File: src/rtl/data_mem_ctrl_pkg.sv
// Shared widths and FSM encoding for the unified instruction/data memory controller.
package data_mem_ctrl_pkg;
    localparam int ADDR_W    = 8;
    localparam int DATA_W    = 16;
    localparam int MEM_DEPTH = 256;
    localparam int CNT_W     = 4;

    typedef enum logic [1:0] {
        ST_IDLE = 2'd0,
        ST_BUSY = 2'd1,
        ST_DONE = 2'd2
    } state_e;
endpackage

File: src/rtl/data_mem_ctrl_dmem_array.sv
// 256x16 storage: one write port, a free-running fetch read port and an enabled data read port.
module dmem_array
    import data_mem_ctrl_pkg::*;
(
    input  logic              clk,
    input  logic              rst,
    input  logic              we_i,
    input  logic [ADDR_W-1:0] waddr_i,
    input  logic [DATA_W-1:0] wdata_i,
    input  logic [ADDR_W-1:0] raddr_a_i,
    output logic [DATA_W-1:0] rdata_a_o,
    input  logic              re_b_i,
    input  logic [ADDR_W-1:0] raddr_b_i,
    output logic [DATA_W-1:0] rdata_b_o
);
    logic [DATA_W-1:0] mem_q [MEM_DEPTH];

    // Contents survive reset; only the read registers are cleared.
    always_ff @(posedge clk) begin
        if (we_i) mem_q[waddr_i] <= wdata_i;
    end

    // Reads sample the pre-write word, so a same-edge write shows up one fetch later.
    always_ff @(posedge clk or negedge rst) begin
        if (!rst) rdata_a_o <= '0;
        else      rdata_a_o <= mem_q[raddr_a_i];
    end

    always_ff @(posedge clk or negedge rst) begin
        if (!rst)        rdata_b_o <= '0;
        else if (re_b_i) rdata_b_o <= mem_q[raddr_b_i];
    end
endmodule

File: src/rtl/data_mem_ctrl.sv
// Memory controller: fixed-latency load/store handshake plus a 1-cycle instruction fetch port.
module data_mem_ctrl
    import data_mem_ctrl_pkg::*;
#(
    parameter int LATENCY = 2
)(
    input  logic              clk,
    input  logic              rst,
    input  logic [ADDR_W-1:0] instr_addr,
    output logic [DATA_W-1:0] instr,
    input  logic [ADDR_W-1:0] memAddrLoadStore,
    input  logic [DATA_W-1:0] memStoreVal,
    input  logic              readReq,
    input  logic              writeReq,
    output logic [DATA_W-1:0] memLoadVal,
    output logic              valueReady,
    input  logic              powerdown,
    output logic              idle
);
    localparam logic [CNT_W-1:0] CNT_INIT = CNT_W'(LATENCY - 1);

    state_e            state_q, state_d;
    logic [CNT_W-1:0]  cnt_q, cnt_d;
    logic              wr_q, wr_d;
    logic [ADDR_W-1:0] addr_q, addr_d;
    logic [DATA_W-1:0] data_q, data_d;
    logic              finish;

    always_ff @(posedge clk or negedge rst) begin
        if (!rst) begin
            state_q <= ST_IDLE;
            cnt_q   <= '0;
            wr_q    <= 1'b0;
            addr_q  <= '0;
            data_q  <= '0;
        end else begin
            state_q <= state_d;
            cnt_q   <= cnt_d;
            wr_q    <= wr_d;
            addr_q  <= addr_d;
            data_q  <= data_d;
        end
    end

    // Write wins a read/write tie; the held readReq is picked up on the next IDLE.
    always_comb begin
        state_d = state_q;
        cnt_d   = cnt_q;
        wr_d    = wr_q;
        addr_d  = addr_q;
        data_d  = data_q;
        unique case (state_q)
            ST_IDLE: begin
                if (!powerdown && (writeReq || readReq)) begin
                    state_d = ST_BUSY;
                    cnt_d   = CNT_INIT;
                    wr_d    = writeReq;
                    addr_d  = memAddrLoadStore;
                    if (writeReq) data_d = memStoreVal;
                end
            end
            ST_BUSY: begin
                if (cnt_q == '0) state_d = ST_DONE;
                else             cnt_d   = cnt_q - CNT_W'(1);
            end
            ST_DONE: state_d = ST_IDLE;
            default: state_d = ST_IDLE;
        endcase
    end

    assign finish     = (state_q == ST_BUSY) && (cnt_q == '0);
    assign valueReady = (state_q == ST_DONE);
    assign idle       = (state_q == ST_IDLE);

    dmem_array u_array (
        .clk       (clk),
        .rst       (rst),
        .we_i      (finish && wr_q),
        .waddr_i   (addr_q),
        .wdata_i   (data_q),
        .raddr_a_i (instr_addr),
        .rdata_a_o (instr),
        .re_b_i    (finish && !wr_q),
        .raddr_b_i (addr_q),
        .rdata_b_o (memLoadVal)
    );
endmodule

File: config.mk
export PLATFORM = sky130hd
export DESIGN_NAME = data_mem_ctrl
export DESIGN_NICKNAME = d
export VERILOG_FILES = /design/src/rtl/data_mem_ctrl_pkg.sv /design/src/rtl/data_mem_ctrl_dmem_array.sv /design/src/rtl/data_mem_ctrl.sv
export SDC_FILE = /design/constraint.sdc
export NUM_CORES = 2
export LEC_CHECK = 0
export CORE_UTILIZATION = 45
export CTS_CLUSTER_DIAMETER = 50
export DETAILED_ROUTE_END_ITERATION = 16
export PLACE_DENSITY = 0.73
export SLEW_MARGIN = 10
export SYNTH_ARGS = -nofsm -noshare
export SYNTH_HDL_FRONTEND = slang
export SYNTH_SLANG_ARGS = --single-unit
File: constraint.sdc
create_clock -name clk -period 3.9 [get_ports clk]
set_clock_uncertainty 0.05 [all_clocks]
set_input_delay 0.39 -clock clk [delete_from_list [all_inputs] [get_ports clk]]
set_output_delay 0.39 -clock clk [all_outputs]
set_load 0.1 [all_outputs]
======== Word level (Yosys, flattened, before mapping) ========
Memories as Yosys holds them, arrays and structs flattened. A register that Yosys moved wholly into a read port is not among the register bits.
Cells that the tools add are included.
word-level totals
  memories ................................ 1
  register bits ........................... 31
  RAM bits ................................ 4,096
  word-level logic and storage cells ...... 36
  output and inout port bits .............. 34
cells by class
  equal/unequal tests ..................... 5
  mux-type cells .......................... 8
  reduce and logical (&&, ||, !) cells .... 16
  add/subtract/negate cells ............... 1
memories
  name           depth  width  read ports  clocked after Yosys merged registers in  write ports  line                            RTL
  u_array.mem_q  256    16     2           2                                        1            data_mem_ctrl_dmem_array.sv:16  logic [DATA_W-1:0] mem_q [MEM_DEPTH];
operators with widths
  kind                 number
  $mux 4               2
  $pmux 4 s2           1
  $reduce_and 3->1     2
  $logic_and 1x1->1    4
  $logic_not 1->1      4
  $logic_not 4->1      1
  $mux 2               2
  $ne 2x2->1 const B   2
  $pmux 2 s2           1
  $reduce_and 2->1     2
  $sub 4x1->4 const B  1
  $eq 2x1->1 const B   1
  $eq 2x2->1 const B   1
  $logic_not 2->1      1
  $mux 1               2
  $ne 2x1->1 const B   1
  $reduce_bool 2->1    1
  $logic_or 1x1->1     1

======== Logic depth before layout (Yosys ltp) ========
  depth after elaboration ................. 5
  gate-level depth with buffers ........... 14
  depth with buffers taken out ............ 9

======== By module ========
A second synthesis with hierarchy kept.
unflattened totals
  cells, all modules ...................... 10,018
  area total of the unflattened synthesis .. 191,015.7 um2
by module, submodules not included
  module         area an instance (um2)  seq. area each (um2)  times used  cells an instance
  dmem_array     189,671.9               123,798.7             1           9,930
  data_mem_ctrl  1,343.8                 775.7                 1           88

======== Worst setup path after synthesis ========
OpenSTA, ideal clock, no wires.
  kind .................................... register to register
  start ................................... register data_q[0]
  end ..................................... memory u_array.mem_q[0][0], data pin
  period minus slack after synthesis ...... 4.034 ns
  setup slack ............................. -0.134 ns
  cell stages (with the launch flop) ...... 1
  required time ........................... 3.047 ns
  data arrival time ....................... 3.181 ns
  path through ............................ dfrtp_1
RTL lines
  what                    line                            RTL
  from (decl)             data_mem_ctrl.sv:26             logic [DATA_W-1:0] data_q, data_d;
  from (signal assigned)  data_mem_ctrl.sv:41             data_q <= data_d;
  to (decl)               data_mem_ctrl_dmem_array.sv:16
No word-level cell before the write port.

==> impl_metrics.ini <==
[outcome]
outcome = finished, violations left
violations = max-slew violations, negative setup slack

[clock_network]
clock-sinks = 4159
cts_buffer_depth = 4
root_buffer = clkbuf_16
cts.htree.levels = 5
path_clk_slew_ns = 0.06
cts_tree = yes
cts_inserted_buffers = 455
clkLatencyLatePin_ns = 1.07

[setup_path]
worst-r2r-cell-count = 8
crit_path_cell_trace = buf_4 > nand3_1 > buf_4 > a21oi_1 > nor4_1 > buf_4 > nand3_2 > o32a_1
slowest_stage = dfrtp_4
worst-path-buf-inv = 3
critPathKind = reg2reg
r2r-end = u_array.rdata_b_o[4]
max_stage_delay_ns = 0.87
crit_arrival_ns = 5.05
required_ns = 4.82
reg2reg_slack_ns = -0.23
worstReg2RegStart = addr_q[2]
start_kind = register
cp_max_fo = 21
crit_path_end_kind = register
cpMostUsedCell = buf_4
crit_family = buffers and inverters

[synth]
synth_seq_cells = 4159
syn_area_per_cell_sq_um = 22.0
yosys_warnings = 0
synth_ff_type = edfxtp_1
syn-num-nets = 8713
syn_inst = 8674
synth_edf_count = 4096
async_flop_share_pct = 1.51
yosysUniqueCellTypes = 69
yosysSeqAreaShare_pct = 65.2
syn-cell-area_sq_mm = 0.191

[floorplan]
fp.coreArea_sq_mm = 0.421
io_pins = 71
row_count = 238
start_util_pct = 45.3
die_y_microns = 654
die_w_microns = 654
dieArea_sq_mm = 0.427

[sta]
fmax_ghz = 0.242
grt_setup_unrepaired = true
finalWorstSetupSlack_ns = -0.233
slew-limit-headroom_pct = -0.783
period_share_pct = 106
finalCriticalPeriod_ns = 4.13
tightest_slew_ns = 1.51
hold_viol = 0
drv_slew = 1
setup-violations-final = 4

[drt]
routedWlPerCell_microns = 42.7
num_vias = 113000
vias_per_cell = 7.24
drtIter0Drc = 20300
antenna_left = 0
wl_microns = 666000
dr.pass1.iters = 9
drc_errors = 0

[grt]
grt_pass1_vias = 112000
antenna_found_initial = 49
grt_first_pass_wirelength_microns = 910000
grt_overflow = 0
grt_usage_pct = 30.8
grt_start_max_net_pins = 161

[finish]
drive_gt1_share_pct = 45.2
final_util_pct = 52.8
fillers = 31400
syn_to_final_growth_pct = 16.4
nNetsFinal = 9564

[power]
max-vdd-ir-drop_v = 0.000611
p_leak_uw = 0.0696
p_total_uw = 150000
p_per_area_mw_per_mm2 = 672

[placed_design]
dp_slack_ns = -0.417
routabilityCongestion = 1.02
port_buffers = 70
dp_hpwl_microns = 420000

[flow_run]
max-cap-violations = 0

[hold_path]
min_from = memAddrLoadStore[2]
hold_end = addr_q[2]
holdPathStages = 3
hp-class = in2reg
synth_stat cells (7+ instances only):
cell / number / area [sq um]
buf_2: 123 / 616
inv_1: 7 / 26.3
nor2_1: 308 / 1160
nand2_1: 136 / 510
mux2i_1: 275 / 2750
a211oi_1: 27 / 203
a221oi_1: 31 / 272
buf_4: 81 / 608
nor2b_1: 33 / 206
and4_1: 16 / 140
and3_1: 8 / 50.1
mux2_2: 25 / 282
a21oi_1: 83 / 415
nor3_1: 26 / 130
a22oi_1: 123 / 923
and2_1: 10 / 62.6
o32ai_1: 7 / 61.3
nand2b_1: 10 / 62.6
a31oi_1: 7 / 43.8
nand3_1: 45 / 225
o211ai_1: 7 / 52.6
a32oi_1: 26 / 228
a22o_1: 32 / 280
dfrtp_1: 63 / 1580
buf_6: 32 / 360
edfxtp_1: 4096 / 123000
clkbuf_1: 342 / 1280
mux4_2: 2387 / 53800
o21ai_0: 23 / 115
buf_1: 125 / 469
nor4_1: 20 / 125
o22ai_1: 58 / 363
cell type report:
class / instances / area [sq um] / area share, %
flip-flops and latches: 4159 / 125000 / 56.0
diodes: 26 / 65.1 / 0.0292
repair buffers: 1099 / 11400 / 5.13
multi-input cells: 3802 / 64000 / 28.8
inverters: 8 / 37.5 / 0.0169
well taps: 5640 / 7060 / 3.17
clock inverters: 323 / 3560 / 1.60
clock buffers: 519 / 11700 / 5.27
registers in the layout, indices dropped and copies added, names as in the netlist:
signal             cells
state_q                2
wr_q                   1
addr_q                 8
u_array.mem_q       4096
data_q                16
u_array.rdata_b_o     16
cnt_q                  4
u_array.rdata_a_o     16
layout by cell type, fill, tap and decap left out, drive strengths merged, types with 26 or more instances in the layout:
cell type and instances:
edfxtp 4096, mux4 2387, buf 1015, clkbuf 522, nor2 308, mux2i 275, clkinv 196, nand2 136
a22oi 123, a21oi 83, dfrtp 63, clkdlybuf4s50 59, o22ai 58, bufinv 51, inv 46, nand3 45
clkinvlp 38, nor2b 33, a22o 32, a221oi 31, a211oi 27, diode 26, a32oi 26, nor3 26
worst max-delay path by stage:
stage | from | endpoint | slack [ns] | cells past startpoint
after floorplan | addr_q[0] | u_array.mem_q[133][0] | 0.34 | 12
after global placement | addr_q[0] | u_array.rdata_b_o[2] | -0.44 | 8
after detailed placement | addr_q[0] | u_array.rdata_b_o[2] | -0.42 | 8
after CTS | addr_q[0] | u_array.rdata_b_o[9] | 0.0003 | 8
after global routing | addr_q[0] | u_array.rdata_b_o[3] | -0.03 | 8
final | addr_q[2] | u_array.rdata_b_o[4] | -0.23 | 8
routing by layer:
metal  vias to the layer above  GRT usage, %  share of wire, %  routed length, microns
met1                     59400          37.8                32                  211000
met5                         -         0.215             0.065                     436
met2                     10600          45.1                44                  294000
met4                        46          21.2               8.6                   57100
met3                      2241          12.1                16                  103000
li1                      40400             -                 -                       -
worst reg2reg max path: stages, from the launching register on:
cell and delay (ns):
dfrtp_4 0.87, buf_4 0.60, nand3_1 0.78, buf_4 0.42, a21oi_1 0.60, nor4_1 0.10, buf_4 0.18, nand3_2 0.27
o32a_1 0.19
through the flow:
step	instance area, sq um	std cells	setup TNS, ns	hold slack, ns
finish	222000	15600	-0.338	0.0925
global route	222000	15600	-0.0545	0.108
CTS	222000	15500	0	0.107
detailed placement	207000	14700	-1.60	0.475
global placement	207000	14700	-1.77	0.467
floorplan	191000	8674	0	0.0444
kinds of logic (layout without fill, tap and decap cells):
logic type | after synthesis | after routing | share of synthesized area, %
flops | 4159 | 4159 | 65.2
mux | 2687 | 2687 | 29.7
buf+inv | 713 | 1949 | 1.78
simple gates | 637 | 637 | 1.49
compound gates | 474 | 474 | 1.78
fa+ha+maj | 2 | 2 | 0.0131
xor+xnor | 2 | 2 | 0.00917
other cells | 0 | 26 | 0
what timing repair did:
item | in CTS | in global routing
endpoints found under the hold margin | 61 | 0
buffers inserted | 2 | 0
resized for setup | 17 | 18
pin swaps | 1 | 3
setup endpoints to repair | 12 | 13
hold buffers | 22 | 0
gates cloned | 1 | 3
report_power, final:
group / total, uW / leakage, uW / switching, uW / internal, uW
registers: 58500 / 0.0376 / 2350 / 56100
logic: 46900 / 0.0246 / 29700 / 17200
clock network: 44100 / 0.00737 / 18900 / 25200
No activity file was read; power rests on OpenSTA's default activity.
